$ cat config.mk
export PLATFORM = sky130hd
export DESIGN_NAME = axi_lite_traffic_gen
export DESIGN_NICKNAME = d
export VERILOG_FILES = /design/src/rtl/axi_lite_traffic_gen.sv
export SDC_FILE = /design/constraint.sdc
export NUM_CORES = 1
export LEC_CHECK = 0
export ABC_AREA = 1
export BUFFER_PORTS_ARGS = -buffer_cell sky130_fd_sc_hd__buf_2
export CAP_MARGIN = 20
export CORE_MARGIN = 1
export CORE_UTILIZATION = 39
export CTS_BUF_LIST = sky130_fd_sc_hd__clkbuf_16
export CTS_CLUSTER_DIAMETER = 40
export DETAILED_ROUTE_END_ITERATION = 10
export MAX_ROUTING_LAYER = met4
export PLACE_DENSITY_LB_ADDON = 0.08
export SETUP_SLACK_MARGIN = 0.5
export SYNTH_ARGS = -nofsm -noshare
export SYNTH_HDL_FRONTEND = slang
export SYNTH_SLANG_ARGS = --single-unit
export TNS_END_PERCENT = 1
$ cat constraint.sdc
create_clock -name m_clk_wr -period 3.8 [get_ports m_clk_wr]
set_input_delay 0.95 -clock m_clk_wr [delete_from_list [all_inputs] [get_ports m_clk_wr]]
set_output_delay 0.95 -clock m_clk_wr [all_outputs]
set_load 0.05 [all_outputs]
$ cat src/rtl/axi_lite_traffic_gen.sv
// AXI single-beat write/readback traffic generator with built-in checker.
// Transaction i writes DATA_SEED+i to BASE_ADDR+4*i, reads it back and counts mismatches.
module axi_lite_traffic_gen #(
  parameter int unsigned       ADDR_W    = 32,
  parameter int unsigned       DATA_W    = 32,
  parameter int unsigned       ID_W      = 4,
  parameter int unsigned       NUM_TXN   = 16,
  parameter logic [ADDR_W-1:0] BASE_ADDR = 32'h0000_1000,
  parameter logic [DATA_W-1:0] DATA_SEED = 32'hABCD_1234,
  parameter int unsigned       TIMEOUT   = 4096
) (
  input  logic                m_clk_wr,
  input  logic                m_rst_wr_n,
  input  logic                start,
  output logic                busy,
  output logic                done,
  output logic                pass,
  output logic                timeout,
  output logic [15:0]         err_count,
  output logic [15:0]         txn_count,
  output logic                awvalid,
  input  logic                awready,
  output logic [ADDR_W-1:0]   awaddr,
  output logic [ID_W-1:0]     awid,
  output logic [7:0]          awlen,
  output logic [2:0]          awsize,
  output logic [1:0]          awburst,
  output logic                wvalid,
  input  logic                wready,
  output logic [DATA_W-1:0]   wdata,
  output logic [DATA_W/8-1:0] wstrb,
  output logic                wlast,
  input  logic                bvalid,
  output logic                bready,
  input  logic [1:0]          bresp,
  input  logic [ID_W-1:0]     bid,
  output logic                arvalid,
  input  logic                arready,
  output logic [ADDR_W-1:0]   araddr,
  output logic [ID_W-1:0]     arid,
  output logic [7:0]          arlen,
  output logic [2:0]          arsize,
  output logic [1:0]          arburst,
  input  logic                rvalid,
  output logic                rready,
  input  logic [DATA_W-1:0]   rdata,
  input  logic [1:0]          rresp,
  input  logic [ID_W-1:0]     rid,
  input  logic                rlast
);

  localparam int unsigned STRB_W   = DATA_W / 8;
  localparam int unsigned PH_W     = $clog2(TIMEOUT + 1);
  localparam logic [2:0]  AXI_SIZE = 3'($clog2(STRB_W));

  typedef enum logic [2:0] {
    S_IDLE, S_WR, S_WR_B, S_RD_AR, S_RD_R, S_DONE
  } state_e;

  state_e              state_q, state_d;
  logic [15:0]         i_q, i_d;
  logic [PH_W-1:0]     phase_q, phase_d;
  logic                aw_done_q, aw_done_d, w_done_q, w_done_d;
  logic                busy_q, busy_d, done_q, done_d, pass_q, pass_d;
  logic                timeout_q, timeout_d;
  logic [15:0]         err_count_q, err_count_d, txn_count_q, txn_count_d;
  logic                awvalid_q, awvalid_d, wvalid_q, wvalid_d, bready_q, bready_d;
  logic                arvalid_q, arvalid_d, rready_q, rready_d;
  logic [ADDR_W-1:0]   awaddr_q, awaddr_d, araddr_q, araddr_d;
  logic [ID_W-1:0]     awid_q, awid_d, arid_q, arid_d;
  logic [7:0]          awlen_q, awlen_d, arlen_q, arlen_d;
  logic [2:0]          awsize_q, awsize_d, arsize_q, arsize_d;
  logic [1:0]          awburst_q, awburst_d, arburst_q, arburst_d;
  logic [DATA_W-1:0]   wdata_q, wdata_d;
  logic [STRB_W-1:0]   wstrb_q, wstrb_d;
  logic                wlast_q, wlast_d;

  logic [ADDR_W-1:0]   cur_addr;
  logic [DATA_W-1:0]   cur_data;
  logic [ID_W-1:0]     cur_id;
  logic                aw_hs, w_hs, err_inc;

  assign cur_addr = BASE_ADDR + (ADDR_W'(i_q) << 2);
  assign cur_data = DATA_SEED + DATA_W'(i_q);
  assign cur_id   = i_q[ID_W-1:0];
  assign aw_hs    = awvalid_q && awready;
  assign w_hs     = wvalid_q && wready;

  always_comb begin
    // NOTE: every _d gets its hold value first so no path through the case can infer a latch.
    state_d     = state_q;
    i_d         = i_q;
    phase_d     = phase_q + 1'b1;
    aw_done_d   = aw_done_q;
    w_done_d    = w_done_q;
    busy_d      = busy_q;
    done_d      = done_q;
    pass_d      = pass_q;
    timeout_d   = timeout_q;
    err_count_d = err_count_q;
    txn_count_d = txn_count_q;
    awvalid_d   = awvalid_q;
    wvalid_d    = wvalid_q;
    bready_d    = bready_q;
    arvalid_d   = arvalid_q;
    rready_d    = rready_q;
    awaddr_d    = awaddr_q;
    awid_d      = awid_q;
    awlen_d     = awlen_q;
    awsize_d    = awsize_q;
    awburst_d   = awburst_q;
    wdata_d     = wdata_q;
    wstrb_d     = wstrb_q;
    wlast_d     = wlast_q;
    araddr_d    = araddr_q;
    arid_d      = arid_q;
    arlen_d     = arlen_q;
    arsize_d    = arsize_q;
    arburst_d   = arburst_q;
    err_inc     = 1'b0;

    unique case (state_q)
      S_IDLE: begin
        if (start) begin
          i_d         = '0;
          err_count_d = '0;
          txn_count_d = '0;
          done_d      = 1'b0;
          pass_d      = 1'b0;
          timeout_d   = 1'b0;
          busy_d      = 1'b1;
          state_d     = S_WR;
        end
      end
      S_WR: begin
        // The first WR cycle only loads the payload, giving the idle gap between transactions.
        if (!awvalid_q && !aw_done_q) begin
          awvalid_d = 1'b1;
          awaddr_d  = cur_addr;
          awid_d    = cur_id;
          awlen_d   = '0;
          awsize_d  = AXI_SIZE;
          awburst_d = 2'b01;
        end
        if (!wvalid_q && !w_done_q) begin
          wvalid_d = 1'b1;
          wdata_d  = cur_data;
          wstrb_d  = '1;
          wlast_d  = 1'b1;
        end
        if (aw_hs) begin
          awvalid_d = 1'b0;
          aw_done_d = 1'b1;
        end
        if (w_hs) begin
          wvalid_d = 1'b0;
          w_done_d = 1'b1;
        end
        if ((aw_done_q || aw_hs) && (w_done_q || w_hs)) begin
          aw_done_d = 1'b0;
          w_done_d  = 1'b0;
          bready_d  = 1'b1;
          state_d   = S_WR_B;
        end
      end
      S_WR_B: begin
        if (bvalid && bready_q) begin
          err_inc   = (bresp != 2'b00) || (bid != awid_q);
          bready_d  = 1'b0;
          arvalid_d = 1'b1;
          araddr_d  = cur_addr;
          arid_d    = cur_id;
          arlen_d   = '0;
          arsize_d  = AXI_SIZE;
          arburst_d = 2'b01;
          state_d   = S_RD_AR;
        end
      end
      S_RD_AR: begin
        if (arvalid_q && arready) begin
          arvalid_d = 1'b0;
          rready_d  = 1'b1;
          state_d   = S_RD_R;
        end
      end
      S_RD_R: begin
        if (rvalid && rready_q) begin
          err_inc     = (rdata != wdata_q) || (rresp != 2'b00) || (rid != arid_q) || !rlast;
          rready_d    = 1'b0;
          txn_count_d = txn_count_q + 16'd1;
          if (i_q == 16'(NUM_TXN - 1)) begin
            state_d = S_DONE;
          end else begin
            i_d     = i_q + 16'd1;
            state_d = S_WR;
          end
        end
      end
      S_DONE: begin
        busy_d  = 1'b0;
        done_d  = 1'b1;
        pass_d  = (err_count_q == '0) && !timeout_q;
        state_d = S_IDLE;
      end
      default: state_d = S_IDLE;
    endcase

    // Bring-up abort: valids are withdrawn without a handshake when a phase stalls.
    if ((state_q inside {S_WR, S_WR_B, S_RD_AR, S_RD_R}) && (state_d == state_q) &&
        (phase_q == PH_W'(TIMEOUT - 1))) begin
      timeout_d = 1'b1;
      err_inc   = 1'b1;
      awvalid_d = 1'b0;
      wvalid_d  = 1'b0;
      bready_d  = 1'b0;
      arvalid_d = 1'b0;
      rready_d  = 1'b0;
      aw_done_d = 1'b0;
      w_done_d  = 1'b0;
      state_d   = S_DONE;
    end

    if (err_inc && (err_count_q != '1)) err_count_d = err_count_q + 16'd1;
    if (state_d != state_q) phase_d = '0;
  end

  always_ff @(posedge m_clk_wr or negedge m_rst_wr_n) begin
    if (!m_rst_wr_n) begin
      state_q     <= S_IDLE;
      i_q         <= '0;
      phase_q     <= '0;
      aw_done_q   <= 1'b0;
      w_done_q    <= 1'b0;
      busy_q      <= 1'b0;
      done_q      <= 1'b0;
      pass_q      <= 1'b0;
      timeout_q   <= 1'b0;
      err_count_q <= '0;
      txn_count_q <= '0;
      awvalid_q   <= 1'b0;
      wvalid_q    <= 1'b0;
      bready_q    <= 1'b0;
      arvalid_q   <= 1'b0;
      rready_q    <= 1'b0;
      awaddr_q    <= '0;
      awid_q      <= '0;
      awlen_q     <= '0;
      awsize_q    <= '0;
      awburst_q   <= '0;
      wdata_q     <= '0;
      wstrb_q     <= '0;
      wlast_q     <= 1'b0;
      araddr_q    <= '0;
      arid_q      <= '0;
      arlen_q     <= '0;
      arsize_q    <= '0;
      arburst_q   <= '0;
    end else begin
      // NOTE: non-blocking updates make every flop see the same pre-edge values.
      state_q     <= state_d;
      i_q         <= i_d;
      phase_q     <= phase_d;
      aw_done_q   <= aw_done_d;
      w_done_q    <= w_done_d;
      busy_q      <= busy_d;
      done_q      <= done_d;
      pass_q      <= pass_d;
      timeout_q   <= timeout_d;
      err_count_q <= err_count_d;
      txn_count_q <= txn_count_d;
      awvalid_q   <= awvalid_d;
      wvalid_q    <= wvalid_d;
      bready_q    <= bready_d;
      arvalid_q   <= arvalid_d;
      rready_q    <= rready_d;
      awaddr_q    <= awaddr_d;
      awid_q      <= awid_d;
      awlen_q     <= awlen_d;
      awsize_q    <= awsize_d;
      awburst_q   <= awburst_d;
      wdata_q     <= wdata_d;
      wstrb_q     <= wstrb_d;
      wlast_q     <= wlast_d;
      araddr_q    <= araddr_d;
      arid_q      <= arid_d;
      arlen_q     <= arlen_d;
      arsize_q    <= arsize_d;
      arburst_q   <= arburst_d;
    end
  end

  assign busy      = busy_q;
  assign done      = done_q;
  assign pass      = pass_q;
  assign timeout   = timeout_q;
  assign err_count = err_count_q;
  assign txn_count = txn_count_q;
  assign awvalid   = awvalid_q;
  assign awaddr    = awaddr_q;
  assign awid      = awid_q;
  assign awlen     = awlen_q;
  assign awsize    = awsize_q;
  assign awburst   = awburst_q;
  assign wvalid    = wvalid_q;
  assign wdata     = wdata_q;
  assign wstrb     = wstrb_q;
  assign wlast     = wlast_q;
  assign bready    = bready_q;
  assign arvalid   = arvalid_q;
  assign araddr    = araddr_q;
  assign arid      = arid_q;
  assign arlen     = arlen_q;
  assign arsize    = arsize_q;
  assign arburst   = arburst_q;
  assign rready    = rready_q;

endmodule
==> impl_metrics.json <==
{
  "worst_clock_skew_ns": 0.00880,
  "relSlewSlack_pct": 55.7,
  "syn-cell-area_mm2": 0.00782,
  "seq_area_mm2": 0.00325,
  "tns_ns": 0,
  "slew_violations": 0,
  "finalWorstPathRequiredPeriod_ns": 2.50,
  "io_buffer_count": 171,
  "power_frac_comb_pct": 41.0,
  "synth-seq-area-share_pct": 41.6,
  "timing_hold_violations_final": 0,
  "power_frac_clock_pct": 29.3,
  "yosysTopAreaCell": "sky130_fd_sc_hd__dfrtp_1",
  "synthArstFlopShare_pct": 100,
  "syn-mean-instance-area_um2": 7.81,
  "clk_latency_ns": 0.42,
  "synth_largest_type_area_fraction_pct": 41.6,
  "irDropWorstVdd_mv": 0.370,
  "grt_setup_unrepaired": "false",
  "synthDistinctLibCells": 45,
  "grt_overflow": 0,
  "dieArea_mm2": 0.0206,
  "post-synth-top-count-cell": "sky130_fd_sc_hd__nand2_1",
  "yosys-top-cells-count": "sky130_fd_sc_hd__nand2_1, sky130_fd_sc_hd__dfrtp_1, sky130_fd_sc_hd__inv_1",
  "power.static_leakage_nw": 4.79,
  "power.density_mw_per_mm2": 686,
  "place_congestion": 0.895,
  "clock-sinks": 130,
  "post_cts.repair.setup_buffers": 0,
  "core.rowCount": 51,
  "post_synth_main_area_contributors": "sky130_fd_sc_hd__dfrtp_1, sky130_fd_sc_hd__nand2_1, sky130_fd_sc_hd__buf_4, sky130_fd_sc_hd__inv_1, sky130_fd_sc_hd__nor2_1",
  "gr-usage-all-layers_pct": 20.6,
  "grt_pass1_wl_um": 31400,
  "outcome": "finished, final reports clean",
  "detail-route-antenna-nets": 0,
  "fmax_ghz": 0.400,
  "synth-edff-count": 0,
  "timing.critical_path.required_ns": 4.11,
  "antenna_found_initial": 0,
  "via_count": 6646,
  "report.final.setup_viol": 0,
  "cts_max_path_buffers": 2,
  "nets": 1209,
  "route.detailed.drc": 0,
  "timing.setup.critical_path_class": "reg -> reg",
  "ys_ff_latch": 130,
  "dr.first_iter.drc_count": 401,
  "detail_route.wirelength_um": 19900,
  "die_height_um": 144,
  "crit_share_post_route_pct": 65.8,
  "worst_ep_arrival_time_ns": 2.81,
  "final_layout_size_suffix_gt1_share_pct": 23.1,
  "critical_path.endpoint_type": "register",
  "critical_path.startpoint": "state_q[0]",
  "min-delay-path-class": "reg -> reg",
  "root_buffer": "sky130_fd_sc_hd__clkbuf_16",
  "cts-htree-levels": 4,
  "power_switching_mw": 2.94,
  "start_util_pct": 39.9,
  "ios": 229,
  "grt_pass1_vias": 5979,
  "startpoint_type": "register",
  "synth_cells": 1002,
  "dieWidth_um": 144,
  "multiInputGateArea_mm2": 0.00361,
  "insertedDiodeCount": 0,
  "detail_route.first_pass.iterations": 5,
  "area.growth.synth_to_final_pct": 17.8,
  "power_report.internal_total_mw": 3.39,
  "netSwitchingFraction_pct": 46.4,
  "critical_path_peak_fanout": 17,
  "grt_start_max_net_pins": 67,
  "ys_dominant_reg_cell": "sky130_fd_sc_hd__dfrtp_1",
  "cts-buffers-inserted": 17,
  "timing.max_cap.violations": 0,
  "post_dr_vias_cell": 4.66,
  "n_fill_cell": 2025,
  "fp.coreArea_mm2": 0.0196,
  "cts_resized": 0,
  "cts_tree": "yes",
  "clk_transition_reported_paths_ns": 0.06,
  "synthesis.yosys.warnings": 0,
  "worst_r2r_startpoint": "state_q[0]",
  "worst_hold_launch": "done",
  "p_seq_share_pct": 29.7,
  "worst-slew-pin-transition_ns": 0.664,
  "place_hpwl_um": 14800,
  "final_standard_cell_utilization_of_the_core_pct": 47.1,
  "cts_hold_repair_buffers": 0,
  "wl_per_cell_um": 14.0
}
## layer usage
layer,track usage [%],vias up,routed length [um]
li1,-,3347,-
met1,28.0,3047,9540
met2,31.0,232,8940
met3,3.67,20,1130
met4,6.61,0,274
met5,-,-,0
## registers in the layout (all words and copies together) (netlist names)
signal and cells:
araddr 14, arburst 1, arid 3, arvalid 1, aw_done_q 1, awaddr 14
awid 3, awsize 1, awvalid 1, bready 1, busy 1, done 1
err_count 16, i_q 16, pass 1, phase_q 13, rready 1, state_q 3
timeout 1, txn_count 16, w_done_q 1, wdata 19, wvalid 1
## worst paths after layout
check	end	cells past startpoint	slack [ns]
max reg2reg	err_count[4]	12	1.30
max in group asynchronous	phase_q[6]	2	2.51
max	err_count[4]	12	1.30
min reg2reg	done	2	0.47
min	done	2	0.47
min in group asynchronous	txn_count[14]	1	0.52
## metrics by stage
stage / hold slack, ns / instances / setup slack (ns) / power (mW) / instance area, um2
CTS: 0.479 / 1425 / 1.28 / 6.39 / 9220
floorplan: 0.471 / 1058 / 1.39 / 4.09 / 8030
global placement: 0.456 / 1394 / 0.939 / 4.52 / 8560
finish: 0.469 / 1425 / 1.30 / 6.33 / 9220
global route: 0.491 / 1425 / 0.985 / 6.67 / 9220
detailed placement: 0.464 / 1394 / 0.866 / 4.51 / 8560
## cells in the final DEF (no fill, tap or decap), types with 7 or more instances in the layout
master                      instances
sky130_fd_sc_hd__nand2_1          238
sky130_fd_sc_hd__buf_2            170
sky130_fd_sc_hd__dfrtp_1          130
sky130_fd_sc_hd__inv_1            111
sky130_fd_sc_hd__nor2_1            82
sky130_fd_sc_hd__o21ai_0           58
sky130_fd_sc_hd__conb_1            57
sky130_fd_sc_hd__nand3_1           54
sky130_fd_sc_hd__xor2_1            34
sky130_fd_sc_hd__a21oi_1           29
sky130_fd_sc_hd__nor3_1            24
sky130_fd_sc_hd__clkbuf_16         17
sky130_fd_sc_hd__nor2_2            16
sky130_fd_sc_hd__nand4_1           14
sky130_fd_sc_hd__o31ai_1           13
sky130_fd_sc_hd__nand3_2           12
sky130_fd_sc_hd__xnor2_1           12
sky130_fd_sc_hd__ha_1               8
sky130_fd_sc_hd__nor4_1             7
## power groups by stage
stage               Clock, mW  Combinational, mW  Sequential [mW]
floorplan                   0               1.61             2.48
global placement            0               2.61             1.91
detailed placement          0               2.61             1.90
CTS                      1.89               2.62             1.88
global route             1.93               2.81             1.92
finish                   1.86               2.59             1.88
## area by class of cell
cell class | count | share of cell area (%)
Sequential cell | 130 | 35.3
Timing Repair Buffer | 177 | 9.97
Inverter | 117 | 4.79
Clock inverter | 14 | 2.56
Clock buffer | 17 | 4.61
Tap cell | 265 | 3.60
Multi-Input combinational cell | 705 | 39.2
## kinds of logic (layout without fill, tap and decap cells)
group,Yosys count,in the layout,share of synthesized area (%)
buffers and inverters,223,325,15.0
and+or+nand+nor,477,477,28.6
DFF,130,130,41.6
other,1,57,0.0479
xor gates and xnor gates,46,46,5.15
adders and majority gates,8,8,1.28
AOI/OAI and AO/OA,117,117,8.33
## worst max-delay path, stage by stage (launching register included)
cell	delay [ns]
sky130_fd_sc_hd__dfrtp_1	0.51
sky130_fd_sc_hd__nor2_4	0.26
sky130_fd_sc_hd__nand2_4	0.09
sky130_fd_sc_hd__nor2_8	0.18
sky130_fd_sc_hd__inv_1	0.25
sky130_fd_sc_hd__nand2_2	0.17
sky130_fd_sc_hd__nor2_4	0.04
sky130_fd_sc_hd__nand2_2	0.09
sky130_fd_sc_hd__nand3_4	0.15
sky130_fd_sc_hd__nand3_4	0.24
sky130_fd_sc_hd__nand2_4	0.21
sky130_fd_sc_hd__nand3_1	0.12
sky130_fd_sc_hd__nand2_1	0.06
(Power assumes the default switching activity.)
